### config.mk
export PLATFORM = sky130hd
export DESIGN_NAME = mfc_operand_sequencer
export DESIGN_NICKNAME = d
export VERILOG_FILES = /design/src/rtl/mfc_operand_sequencer.sv
export SDC_FILE = /design/constraint.sdc
export NUM_CORES = 1
export LEC_CHECK = 0
export CAP_MARGIN = 20
export CORE_MARGIN = 2
export CORE_UTILIZATION = 40
export CTS_CLUSTER_DIAMETER = 40
export DETAILED_ROUTE_END_ITERATION = 16
export PLACE_DENSITY_LB_ADDON = 0.05
export REMOVE_ABC_BUFFERS = 1
export SYNTH_ARGS = -nofsm -noshare
export SYNTH_HDL_FRONTEND = slang
export SYNTH_SLANG_ARGS = --single-unit
### constraint.sdc
create_clock -name clk -period 3.8 [get_ports clk]
set_clock_uncertainty 0.1 [all_clocks]
set_input_delay 0.95 -clock clk [delete_from_list [all_inputs] [get_ports clk]]
set_output_delay 0.95 -clock clk [all_outputs]
set_load 0.02 [all_outputs]
### src/rtl/mfc_operand_sequencer.sv
// mfc_operand_sequencer: assembles signed 16-bit operand pairs from a byte
// stream, drives them onto the multi-function comparator, waits a settle
// time, captures the comparator flags behind a valid/ready handshake, and
// keeps saturating counts of equal and greater-than results.
module mfc_operand_sequencer #(
  parameter int unsigned SETTLE_CYCLES = 50,  // 1..255
  parameter int unsigned CNT_W         = 8
) (
  input  logic             clk,
  input  logic             rst_n,
  input  logic             flush,
  input  logic [7:0]       in_data,
  input  logic             in_valid,
  output logic             in_ready,
  output logic [15:0]      cmp_a,
  output logic [15:0]      cmp_b,
  input  logic             cmp_eq,
  input  logic             cmp_ae,
  input  logic             cmp_gt,
  input  logic [3:0]       cmp_d,
  output logic             res_valid,
  input  logic             res_ready,
  output logic [6:0]       res_flags,
  output logic [CNT_W-1:0] res_idx,
  output logic [CNT_W-1:0] eq_count,
  output logic [CNT_W-1:0] gt_count
);

  typedef enum logic [1:0] {
    LOAD,
    SETTLE,
    RESULT
  } state_t;

  state_t            state_q,     state_d;
  logic [1:0]        byte_cnt_q,  byte_cnt_d;
  logic [23:0]       stage_q,     stage_d;
  logic [7:0]        settle_q,    settle_d;
  logic [15:0]       cmp_a_q,     cmp_a_d;
  logic [15:0]       cmp_b_q,     cmp_b_d;
  logic              in_ready_q,  in_ready_d;
  logic              res_valid_q, res_valid_d;
  logic [6:0]        res_flags_q, res_flags_d;
  logic [CNT_W-1:0]  res_idx_q,   res_idx_d;
  logic [CNT_W-1:0]  eq_count_q,  eq_count_d;
  logic [CNT_W-1:0]  gt_count_q,  gt_count_d;

  // Next-state and datapath: byte assembly, settle countdown, result handshake.
  always_comb begin
    state_d     = state_q;
    byte_cnt_d  = byte_cnt_q;
    stage_d     = stage_q;
    settle_d    = settle_q;
    cmp_a_d     = cmp_a_q;
    cmp_b_d     = cmp_b_q;
    in_ready_d  = in_ready_q;
    res_valid_d = res_valid_q;
    res_flags_d = res_flags_q;
    res_idx_d   = res_idx_q;
    eq_count_d  = eq_count_q;
    gt_count_d  = gt_count_q;

    if (flush) begin
      // Abort wins over any accept or handshake on the same edge.
      state_d     = LOAD;
      byte_cnt_d  = '0;
      stage_d     = '0;
      res_valid_d = 1'b0;
      in_ready_d  = 1'b1;
    end else begin
      unique case (state_q)
        LOAD: begin
          in_ready_d = 1'b1;
          if (in_valid && in_ready_q) begin
            unique case (byte_cnt_q)
              2'd0: stage_d[7:0]   = in_data;
              2'd1: stage_d[15:8]  = in_data;
              2'd2: stage_d[23:16] = in_data;
              default: ;
            endcase
            if (byte_cnt_q == 2'd3) begin
              // Both operands switch on one edge so the comparator never
              // sees a half-updated pair.
              cmp_a_d    = stage_q[15:0];
              cmp_b_d    = {in_data, stage_q[23:16]};
              byte_cnt_d = '0;
              settle_d   = 8'(SETTLE_CYCLES - 1);
              in_ready_d = 1'b0;
              state_d    = SETTLE;
            end else begin
              byte_cnt_d = byte_cnt_q + 2'd1;
            end
          end
        end

        SETTLE: begin
          in_ready_d = 1'b0;
          if (settle_q == '0) begin
            res_flags_d = {cmp_d, cmp_gt, cmp_ae, cmp_eq};
            res_valid_d = 1'b1;
            state_d     = RESULT;
          end else begin
            settle_d = settle_q - 8'd1;
          end
        end

        RESULT: begin
          in_ready_d = 1'b0;
          if (res_ready) begin
            res_valid_d = 1'b0;
            res_idx_d   = res_idx_q + CNT_W'(1);
            if (res_flags_q[0] && (eq_count_q != '1)) begin
              eq_count_d = eq_count_q + CNT_W'(1);
            end
            if (res_flags_q[2] && (gt_count_q != '1)) begin
              gt_count_d = gt_count_q + CNT_W'(1);
            end
            in_ready_d = 1'b1;
            state_d    = LOAD;
          end
        end

        default: begin
          state_d    = LOAD;
          byte_cnt_d = '0;
          in_ready_d = 1'b1;
        end
      endcase
    end
  end

  // State and registered outputs; async active-low reset.
  always_ff @(posedge clk or negedge rst_n) begin
    if (!rst_n) begin
      state_q     <= LOAD;
      byte_cnt_q  <= '0;
      stage_q     <= '0;
      settle_q    <= '0;
      cmp_a_q     <= '0;
      cmp_b_q     <= '0;
      in_ready_q  <= 1'b0;
      res_valid_q <= 1'b0;
      res_flags_q <= '0;
      res_idx_q   <= '0;
      eq_count_q  <= '0;
      gt_count_q  <= '0;
    end else begin
      state_q     <= state_d;
      byte_cnt_q  <= byte_cnt_d;
      stage_q     <= stage_d;
      settle_q    <= settle_d;
      cmp_a_q     <= cmp_a_d;
      cmp_b_q     <= cmp_b_d;
      in_ready_q  <= in_ready_d;
      res_valid_q <= res_valid_d;
      res_flags_q <= res_flags_d;
      res_idx_q   <= res_idx_d;
      eq_count_q  <= eq_count_d;
      gt_count_q  <= gt_count_d;
    end
  end

  assign in_ready  = in_ready_q;
  assign cmp_a     = cmp_a_q;
  assign cmp_b     = cmp_b_q;
  assign res_valid = res_valid_q;
  assign res_flags = res_flags_q;
  assign res_idx   = res_idx_q;
  assign eq_count  = eq_count_q;
  assign gt_count  = gt_count_q;

endmodule

==> out/qor.csv <==
stage,metric,value,unit
outcome,status,finished clean,
power_and_ir_drop,leakage,2.58,nW
grt,grt_pass1_wl,14600,um
die,die_h,109,um
clock_tree,cts_root_buf,clkbuf_8,
routing,postRouteAntennaNets,0,
power_and_ir_drop,vdd_drop_max,0.173,mV
power_and_ir_drop,switching_share,27.7,%
timing,finalSetupViolCount,0,
clock_tree,clock_latency,370,ps
worst_hold_path,worst_hold_startpoint,stage_q[7],
worst_hold_path,hp-class,reg2reg,
power_and_ir_drop,p_sw,0.622,mW
critical_path,critPathKind,in2reg,
die,die_x,109,um
critical_path,worstPathArrival,2790,ps
routing,dr.pass1.iters,4,
synth,syn_inst,373,
final_layout,fin_util,52.2,%
grt,overflow,0,
timing,rsz0062_at_grt,no,
final_layout,diodes,0,
power_and_ir_drop,seq_power_share,53.1,%
worst_hold_path,hold_depth,2,
timing,setup_slack,1170,ps
final_layout,area_growth,28.5,%
power_and_ir_drop,p_per_area,400,nW/um^2
clock_tree,post_cts_buffers,0,
clock_tree,cts.sinks,101,
power_and_ir_drop,comb_power_share,13.3,%
grt,grt_max_degree,66,
placed_design,dp_slack,738,ps
critical_path,worstPathRequired,3960,ps
timing,fmax,380,MHz
synth,synth_cell_type_count,40,
final_layout,stdcell_area,5610,um^2
synth,synth_edf_count,0,
timing,setup_tns,0,ps
timing,relSlewSlack,44.8,%
timing,finalHoldViolations,0,
placed_design,detailedPlacementHpwl,6000,um
routing,drt_iter0_markers,128,
worst_hold_path,whs_endpoint,stage_q[7],
final_layout,final_cell_mix,"101 x dfrtp_1, 83 x clkdlybuf4s50_1, 41 x nand2_1, 41 x mux2_2, 28 x o21ai_0",
critical_path,r2r-end,res_flags[3],
clock_tree,clkSlewWorstSetupHoldPaths,110,ps
critical_path,cpLargestDelayFamily,compound AO/OA/AOI/OAI gates,
die,start_util,40.7,%
clock_tree,htreeDepth,3,
placed_design,placedCellCount,589,
critical_path,cpMaxStageDelayCell,clkdlybuf4s50_1,
grt,grt_usage,15.9,%
synth,yosysWarningCount,0,
grt,antenna_found_initial,0,
timing,worst_pin_slew,827,ps
clock_tree,cts_buffers,9,
die,core,10700,um^2
timing,period_minus_slack,2630,ps
die,io_pins,85,
final_layout,final_layout_size_suffix_gt1_share,14.8,%
routing,totalWireLength,8730,um
power_and_ir_drop,pwr-share-clk,33.6,%
critical_path,reg2reg_from,settle_q[4],
grt,grt_pass1_vias,2995,
critical_path,cp_max_fo,13,
timing,finalCritPeriodShare,69.2,%
clock_tree,clockBufferDepth,2,
placed_design,portBuffers,84,
critical_path,endpoint_kind,flop,
power_and_ir_drop,intPower,1.62,mW
routing,num_vias,3000,
final_layout,final_common_cell,dfrtp_1,
power_and_ir_drop,power,2.25,mW
placed_design,postPlaceCellArea,5390,um^2
flow_run,cap_violations,0,
clock_tree,hold_buffers,0,
critical_path,slowest_delay,650,ps
final_layout,n_fill_cell,995,
routing,routedWlPerCell,14.4,um
routing,route.detailed.drc,0,
timing,finalMaxSlewViolations,0,
critical_path,crit_chain,clkdlybuf4s50_1 -> nand2b_1 -> a21oi_1 -> nand3_1 -> o41ai_1,
synth,syn_area_per_cell,11.7,um^2
synth,synth-seq-cells,101,
clock_tree,post_cts_resized,0,
synth,syn_area,4370,um^2
critical_path,cp_num_buf_inv,1,
synth,async_flop_share,100,%
synth,synth_flop_cell,dfrtp_1,
final_layout,finalNetCount,494,
die,dieArea,11800,um^2
clock_tree,cts_tree,yes,
placed_design,globalplace.congestion,0.762,
critical_path,start_kind,input port,
routing,routed_via_density,4.96,
synth,synth_seq_area_share,57.8,%
critical_path,r2r_cells,4,
critical_path,r2r_slack,1340,ps
timing,whs,386,ps
final_layout,layout.cells.non_filler,605,
die,rows,38,
## cell type report
| type | instances | area [um^2] | area share [%] |
|---|---|---|---|
| repair buffers | 91 | 903 | 16.1 |
| inverters | 10 | 37.5 | 0.669 |
| well taps | 140 | 175 | 3.12 |
| multi-input cells | 247 | 1750 | 31.2 |
| clock buffers | 9 | 124 | 2.21 |
| flip-flops and latches | 101 | 2530 | 45.0 |
| clock inverters | 7 | 97.6 | 1.74 |
## registers in the layout, indices dropped and copies added (netlist names)
register,count
stage_q,24
cmp_a,16
cmp_b,16
eq_count,8
gt_count,8
res_idx,8
settle_q,8
res_flags,7
byte_cnt_q,2
state_q,2
in_ready,1
res_valid,1
## power groups by stage
stage          logic, mW  clock network (mW)  registers [mW]
5_1_grt            0.330               0.833            1.20
3_5_place_dp       0.304                   0            1.21
2_1_floorplan      0.110                   0            1.25
6_report           0.299               0.755            1.19
3_3_place_gp       0.299                   0            1.21
4_1_cts            0.305               0.779            1.19
## logic make-up after synthesis
kind of cell    count (synthesis)  synth area share (%)
compound gates                 58                  8.10
xor+xnor                       21                  4.21
fa+ha+maj                      14                  4.01
buf+inv                        25                  2.15
flops                         101                  57.8
mux                            42                  10.8
simple gates                  112                  12.9
## Yosys cell counts, types with 3 or more instances
master	instances	share of area [%]
dfrtp_1	101	58
mux2_2	41	11
nand2_1	41	3.5
o21ai_0	28	3.2
nand3_1	19	2.2
xor2_1	15	3.0
ha_1	14	4.0
nand2b_1	13	1.9
nor2_1	12	1.0
clkbuf_1	10	0.86
inv_1	10	0.86
a21oi_1	9	1.0
nor3_1	9	1.0
xnor2_1	6	1.2
buf_1	5	0.43
o211ai_1	4	0.69
a211oi_1	3	0.52
nand3b_1	3	0.52
nand4_1	3	0.43
nor2b_1	3	0.43
## metal layers
layer	vias to the layer above	track usage, %	routed length [um]
met5	-	0	0
met4	0	4.95	121
met3	10	4.46	464
met2	71	24.9	4040
met1	1446	21.5	4100
li1	1473	-	-
## how the worst max path moves through the flow
stage / from / end / slack [ps] / depth (start not counted)
3_3_place_gp: flush / eq_count[7] / 850 / 5
2_1_floorplan: in_valid / cmp_a[0] / 1180 / 3
4_1_cts: flush / settle_q[6] / 1160 / 5
3_5_place_dp: flush / settle_q[6] / 740 / 5
5_1_grt: flush / settle_q[6] / 920 / 5
6_report: flush / settle_q[6] / 1170 / 5
## worst register-to-register path, cell delays in order (launching register included)
cell     delay (ps)
dfrtp_1         460
or4_4           590
nor4b_2         500
nand2_1         350
mux2_2          360
Power figures use the tool's default switching activity.
